File: config.mk
export PLATFORM = sky130hd
export DESIGN_NAME = pc_reg_flat
export DESIGN_NICKNAME = d
export VERILOG_FILES = /design/src/rtl/mips_pkg.sv /design/src/rtl/pc_reg_if.sv /design/src/rtl/pc_reg.sv /design/src/flat_wrapper.sv
export SDC_FILE = /design/constraint.sdc
export NUM_CORES = 1
export LEC_CHECK = 0
export BUFFER_PORTS_ARGS = -buffer_cell sky130_fd_sc_hd__buf_4
export CORE_MARGIN = 2
export CORE_UTILIZATION = 50
export DETAILED_ROUTE_END_ITERATION = 16
export PLACE_DENSITY = 0.85
export SYNTH_ARGS = -nofsm -noshare
export SYNTH_HDL_FRONTEND = slang
export SYNTH_SLANG_ARGS = --single-unit
File: constraint.sdc
create_clock -name clk -period 2.6 [get_ports clk]
set_clock_uncertainty 0.1 [all_clocks]
set_input_delay 0.13 -clock clk [delete_from_list [all_inputs] [get_ports clk]]
set_output_delay 0.13 -clock clk [all_outputs]
set_load 0.02 [all_outputs]
File: src/rtl/mips_pkg.sv
// Types and constants shared by the PC register, next-PC logic and decoder.
package mips_pkg;

  typedef enum logic [1:0] {
    INCREMENT = 2'b00,
    BRANCH    = 2'b01,
    JUMP      = 2'b10,
    JR        = 2'b11
  } pc_sel_t;

  typedef enum logic [1:0] {
    RUN    = 2'b00,
    DELAY  = 2'b01,
    HALTED = 2'b10
  } pc_state_t;

  localparam logic [31:0] RESET_VECTOR_C = 32'hBFC00000;
  localparam logic [31:0] HALT_ADDR_C    = 32'h00000000;

endpackage

File: src/rtl/pc_reg_if.sv
// Bundle between the PC register stage and the surrounding fetch/next-PC logic.
interface pc_reg_if;
  import mips_pkg::*;

  // Flow control: there is no valid/ready pair. stall=1 freezes every register
  // of the stage for that edge (except once halted, where nothing moves anyway).
  logic        stall;
  pc_sel_t     pc_sel;
  logic        is_true;
  logic [31:0] pcnext;
  logic [31:0] pc;
  logic        active;
  logic        in_delay_slot;
  logic        redirect_ignored;
  pc_state_t   state;

  modport master (
    output stall, pc_sel, is_true, pcnext,
    input  pc, active, in_delay_slot, redirect_ignored, state
  );

  modport slave (
    input  stall, pc_sel, is_true, pcnext,
    output pc, active, in_delay_slot, redirect_ignored, state
  );

endinterface

File: src/rtl/pc_reg.sv
// Program-counter stage: sequential PC, one-instruction branch delay slot,
// stall hold, and halt after a redirect to HALT_ADDR.
module pc_reg
  import mips_pkg::*;
#(
  parameter logic [31:0] RESET_VECTOR = RESET_VECTOR_C,
  parameter logic [31:0] HALT_ADDR    = HALT_ADDR_C
) (
  input logic       clk,
  input logic       reset,
  pc_reg_if.slave   bus
);

  pc_state_t   state_q, state_d;
  logic [31:0] pc_q, pc_d;
  logic [31:0] target_q, target_d;
  logic        active_q, active_d;
  logic        ignored_q, ignored_d;
  logic        redirect;

  always_comb begin
    redirect  = (bus.pc_sel == JUMP) || (bus.pc_sel == JR) ||
                ((bus.pc_sel == BRANCH) && bus.is_true);
    state_d   = state_q;
    pc_d      = pc_q;
    target_d  = target_q;
    active_d  = active_q;
    ignored_d = 1'b0;

    case (state_q)
      RUN: begin
        if (!bus.stall) begin
          pc_d = pc_q + 32'd4;
          if (redirect) begin
            target_d = bus.pcnext;
            state_d  = DELAY;
          end
        end
      end
      DELAY: begin
        if (!bus.stall) begin
          pc_d      = target_q;
          // A second redirect from the delay slot cannot be honoured; flag it.
          ignored_d = redirect;
          if (target_q == HALT_ADDR) begin
            state_d  = HALTED;
            active_d = 1'b0;
          end else begin
            state_d = RUN;
          end
        end
      end
      HALTED: begin
        pc_d     = HALT_ADDR;
        active_d = 1'b0;
      end
      default: begin
        state_d = RUN;
      end
    endcase
  end

  always_ff @(posedge clk or posedge reset) begin
    if (reset) begin
      state_q   <= RUN;
      pc_q      <= RESET_VECTOR;
      target_q  <= 32'd0;
      active_q  <= 1'b1;
      ignored_q <= 1'b0;
    end else begin
      state_q   <= state_d;
      pc_q      <= pc_d;
      target_q  <= target_d;
      active_q  <= active_d;
      ignored_q <= ignored_d;
    end
  end

  assign bus.pc               = pc_q;
  assign bus.active           = active_q;
  assign bus.in_delay_slot    = (state_q == DELAY);
  assign bus.redirect_ignored = ignored_q;
  assign bus.state            = state_q;

endmodule

File: src/flat_wrapper.sv
// flat-port wrapper written by rule: the top's interface ports become plain ports
module pc_reg_flat import mips_pkg::*;
#(
  parameter logic [31:0] RESET_VECTOR = RESET_VECTOR_C,
  parameter logic [31:0] HALT_ADDR    = HALT_ADDR_C
)
  (clk, reset, bus_stall, bus_pc_sel, bus_is_true, bus_pcnext, bus_pc, bus_active, bus_in_delay_slot, bus_redirect_ignored, bus_state);
  pc_reg_if bus_i ();
  input logic clk;
  input logic reset;
  input wire logic [$bits(bus_i.stall)-1:0] bus_stall;
  input wire logic [$bits(bus_i.pc_sel)-1:0] bus_pc_sel;
  input wire logic [$bits(bus_i.is_true)-1:0] bus_is_true;
  input wire logic [$bits(bus_i.pcnext)-1:0] bus_pcnext;
  output wire logic [$bits(bus_i.pc)-1:0] bus_pc;
  output wire logic [$bits(bus_i.active)-1:0] bus_active;
  output wire logic [$bits(bus_i.in_delay_slot)-1:0] bus_in_delay_slot;
  output wire logic [$bits(bus_i.redirect_ignored)-1:0] bus_redirect_ignored;
  output wire logic [$bits(bus_i.state)-1:0] bus_state;
  assign bus_i.stall = bus_stall;
  assign bus_i.pc_sel = bus_pc_sel;
  assign bus_i.is_true = bus_is_true;
  assign bus_i.pcnext = bus_pcnext;
  assign bus_pc = bus_i.pc;
  assign bus_active = bus_i.active;
  assign bus_in_delay_slot = bus_i.in_delay_slot;
  assign bus_redirect_ignored = bus_i.redirect_ignored;
  assign bus_state = bus_i.state;
  pc_reg #(.RESET_VECTOR(RESET_VECTOR), .HALT_ADDR(HALT_ADDR)) u_core (.clk(clk), .reset(reset), .bus(bus_i));
endmodule
**Word level (Yosys, flattened, before mapping)**

Index checks and enable logic that the tools add are counted.

- Add/sub/neg operators: 1
- Multiply operators: 0
- Div/mod/pow operators: 0
- Order comparisons: 0
- Eq/ne operators: 9
- Shift operators: 0
- Muxes and demuxes: 13
- Bitwise logic cells: 2
- Reductions and logical operators: 11

Operators by type and width:

| cell | count |
|---|---|
| 32-bit case mux with 3 select lines | 1 |
| 32-bit two-way mux | 2 |
| 32-bit by 3-bit adder with 32-bit output (second input constant) | 1 |
| 32-bit logical NOT | 1 |
| 3-bit AND reduction | 3 |
| 2-bit two-way mux | 4 |
| 2-bit == test (second input constant) | 3 |
| 2-bit case mux with 3 select lines | 1 |
| 2-bit by 1-bit == test with 1-bit output (second input constant) | 2 |
| 1-bit two-way mux | 4 |
| 2-bit by 1-bit inequality test with 1-bit output (second input constant) | 2 |
| 2-bit inequality test (second input constant) | 2 |
| 4-bit AND reduction | 1 |
| 3-bit nonzero test | 1 |
| 2-bit logical NOT | 1 |
| 1-bit logical OR | 2 |
| 1-bit inverter | 2 |
| 1-bit case mux with 2 select lines | 1 |
| 2-bit nonzero test | 1 |
| 1-bit logical AND | 1 |

- Register bits after elaboration: 68
- Latch bits: 0
- RAM bits: 0
- Memory bits (read-only): 0
- Bits of input ports: 38
- Word-level logic and storage cells: 41
- Memories kept: 0

**Depth between registers and ports, before layout**

- Depth after elaboration: 6
- Mapped depth: 9

**Worst setup path before layout**

No wires, ideal clock.

- Path type: flip-flop to flip-flop
- Start point: reg u_core.state_q[1], in the netlist u_core.bus.state[1]
- End point: reg u_core.pc_q[28], in the netlist u_core.bus.pc[28]
- Setup time: 0.099 ns
- Arrival time: 2.166 ns
- Required time: 2.401 ns
- Slack: 0.235 ns
- Stages on the path, launching flop included: 9
- Period minus slack after synthesis: 2.365 ns
- Cell sequence: dfrtp_1 -> inv_1 -> ha_1 -> clkbuf_1 -> or2_1 -> a21oi_1 -> nand2_1 -> o311ai_0 -> o311ai_1

- Word-level cells in the longest chain between the ends: 3

RTL lines:

| what | RTL line | RTL |
|---|---|---|
| from (decl) | pc_reg.sv:14 | `pc_state_t state_q, state_d;` |
| from (signal assigned) | pc_reg.sv:71 | `state_q <= state_d;` |
| 2-bit by 1-bit == test with 1-bit output (*) | - |  |
| net bus_in_delay_slot | flat_wrapper.sv:17 | `output wire logic [$bits(bus_i.in_delay_slot)-1:0] bus_in_delay_slot;` |
| 2-bit inequality test (no source line) or 3-bit nonzero test (tied branches) | - |  |
| 3-bit AND reduction (no source line) | - |  |
| to (signal assigned) | pc_reg.sv:72 | `pc_q <= pc_d;` |
| to (decl) | pc_reg.sv:15 | `logic [31:0] pc_q, pc_d;` |

The timed path passes the listed nets; every way through them passes the cells marked *.
A chain may end at the register's enable or synchronous reset.

**Worst setup path in the final report**

- Start point: reg u_core.state_q[1], in the netlist u_core.bus.state[1]
- End point: reg u_core.pc_q[28], in the netlist u_core.bus.pc[28]

- Word-level cells in the longest chain between the ends: 3

RTL lines:

| what | RTL line | RTL |
|---|---|---|
| 2-bit by 1-bit == test with 1-bit output, or another cell as far along | pc_reg.sv:30 | `case (state_q)` |
| 2-bit inequality test (no source line) or 3-bit nonzero test (tied branches) | - |  |
| 3-bit AND reduction (no source line) | - |  |

Parallel ways exist; a longest one is shown, timed or not.

==> impl_metrics.toml <==
[cts]
cts_root_buf = "clkbuf_8"
htreeDepth = 3
clock_path_buffers = 2
clock_latency_ns = 0.34
cts_buffers = 9
cts_tree = "done"
clock_sinks = 68
clkTransAtPathRegs_ns = 0.07
cts_resized = 0

[placed_design]
dp.cells = 522
dp_hpwl_um = 7140
numPortBuffers = 74
gp_congestion = 0.910
postPlaceCellArea_um2 = 4300

[pwr]
p_seq_frac = 0.421
design_power_total_uw = 5310
switching_power_uw = 2300
power.share.switching = 0.433
p_int_uw = 3010
combPwrFrac = 0.428
peakVddDrop_mv = 0.625
p_clk_frac = 0.150
pwr_density_cell_nw_per_um2 = 1100
cellLeakagePower_uw = 0.00210

[timing]
rsz0062_at_grt = "no"
hold_violations = 0
slew_viol_final = 0
setup_viol = 0
worst_pin_slew_ns = 0.719
finalCritPeriodShare = 0.865
setup_tns_ns = 0
relSlewSlack = 0.521
fin_crit_ns = 2.25
fmax_mhz = 445

[final_layout]
multi_input_area_um2 = 1780
final_cell_mix = "86 x buf_4, 58 x dfrtp_1, 36 x dlygate4sd3_1, 33 x mux2_2"
drive_above_1_share = 0.337
nNetsFinal = 514
seqCellArea_um2 = 1710
fillers = 557
syn_to_final_growth_pct = 33.6
diodes = 0
final_common_cell = "buf_4"
fin_area_um2 = 4840
fin_cells = 574

[yosys]
avgSynthCellArea_um2 = 10.2
syn-cell-area_um2 = 3620
postSynthCellCount = 356
netlist.area_leader.share = 0.401
synth_edf_count = 0
synthArstFlopShare = 1.00
ys.flop_type = "dfrtp_1"
yosysWarnings = 0
netlist_top_cells_area = "dfrtp_1 40%, mux2_2 10%, dfstp_2 7.3%"
seq_area_frac_synth = 0.473
synth.net_count = 400
synth_cell_type_count = 59
synth_seq_cells = 68
netlist.top_cell.by_area = "dfrtp_1"

[routing]
dr_total_vias = 3493
drt_iter0_markers = 444
drc = 0
drt-total-wl_um = 10600
first_pass_iters = 5
drt-vias-per-instance = 6.09
wire_per_inst_um = 18.5
drtAntennaViolNets = 0

[floorplan]
core_um2 = 7140
rows = 31
pin_count = 75
start_util = 0.508
die_h_um = 89.1
dieArea_um2 = 7940
dieWidth_um = 89.1

[worst_hold_path]
min_to = "u_core.bus.state[1]"
hold_start = "bus_pc_sel[0]"
hold_depth = 4
hold_class = "in -> reg"

[setup_path]
worstSetupStartpointType = "flip-flop"
cp_data_required_time_ns = 2.75
regToRegStartpoint = "u_core.bus.state[1]"
critPathKind = "reg -> reg"
worst_ep_arrival_time_ns = 2.40
critPathMaxFanout = 43
reg2reg_slack_ns = 0.35
rr_worst_depth = 6
crit-reg2reg-capture = "u_core.bus.pc[28]"
cp-end-kind = "flip-flop"

[grt]
grt_pass1_wl_um = 16700
grt_usage = 0.277
grt_pass1_vias = 3336
grt_max_degree = 44
grt-ovfl-total = 0
antenna_found_initial = 0

[flow_run]
maxCapViolCount = 0

[outcome]
status = "finished, final reports clean"
## power by group through the flow
stage	Sequential (uW)	Clock (uW)	Combinational (uW)
floorplan	2240	0	1280
global placement	2190	0	2110
detailed placement	2220	0	2190
CTS	2210	805	2240
global route	2290	851	2470
finish	2240	799	2270
## worst max-delay path by stage
stage / from / end / slack [ns] / depth (start not counted)
6_report: u_core.bus.state[1] / u_core.bus.pc[28] / 0.35 / 6
5_1_grt: u_core.bus.state[1] / u_core.bus.pc[28] / 0.20 / 6
4_1_cts: u_core.bus.state[1] / u_core.bus.pc[28] / 0.39 / 6
3_5_place_dp: u_core.bus.state[1] / u_core.bus.pc[28] / 0.39 / 6
3_3_place_gp: u_core.bus.state[0] / u_core.bus.pc[24] / 0.49 / 6
2_1_floorplan: u_core.bus.state[1] / u_core.bus.pc[28] / 0.24 / 8
## cell usage after synthesis, types with 2 or more instances
library cell   n
a211oi_1       2
a21o_1         2
a21oi_1       29
a221oi_1       2
a22oi_1        5
a31oi_1        6
a32oi_1        5
a41o_2         2
a41oi_1        3
and2_1         4
and3_1         6
and4_1         5
buf_2          3
clkbuf_1      12
dfrtp_1       58
dfstp_2       10
ha_1           6
inv_1          9
mux2_2        33
nand2_1       28
nand3_1       12
nand3_2        2
nand4_1        4
nor2_1        23
nor3_1         8
nor4_1        10
o211ai_1       2
o21ai_0       29
o21ai_1        2
o2bb2ai_1      2
o311ai_0       2
o311ai_1       2
o31a_1         2
## logic make-up after synthesis
family,synth area share
simple gates,0.182
mux,0.108
fa+ha+maj,0.0207
compound gates,0.180
buf+inv,0.0359
flops,0.473
## layer usage
metal,routed length (um),global-route usage
met5,0,0
met4,255,0.121
met3,817,0.0508
met2,5280,0.440
met1,4290,0.373
## final cells by class
type | count | area share
clock buffers | 13 | 0.0328
flip-flops and latches | 68 | 0.354
multi-input cells | 260 | 0.368
repair buffers | 122 | 0.208
inverters | 9 | 0.00698
well taps | 99 | 0.0256
clock inverters | 3 | 0.00439
## metrics by stage
stage / hold WS (ns) / setup WS [ns] / utilization
2_1_floorplan: 0.176 / 0.235 / -
3_3_place_gp: 0.151 / 0.490 / 0.603
3_5_place_dp: 0.155 / 0.393 / 0.603
4_1_cts: 0.137 / 0.387 / 0.678
5_1_grt: 0.187 / 0.200 / 0.678
6_report: 0.175 / 0.351 / 0.678
## critical path, cell delays in order, from the launching register on
cell	delay, ns
dfrtp_1	0.41
inv_1	0.11
ha_1	0.22
or2_1	0.27
a21o_2	0.47
o311ai_0	0.42
o311ai_1	0.15
## timing repair
action                    CTS  global route
hold buffers               36             0
buffers inserted            0             0
hold endpoints to repair   55             0
Note: power is estimated with default switching activity, not from simulation.
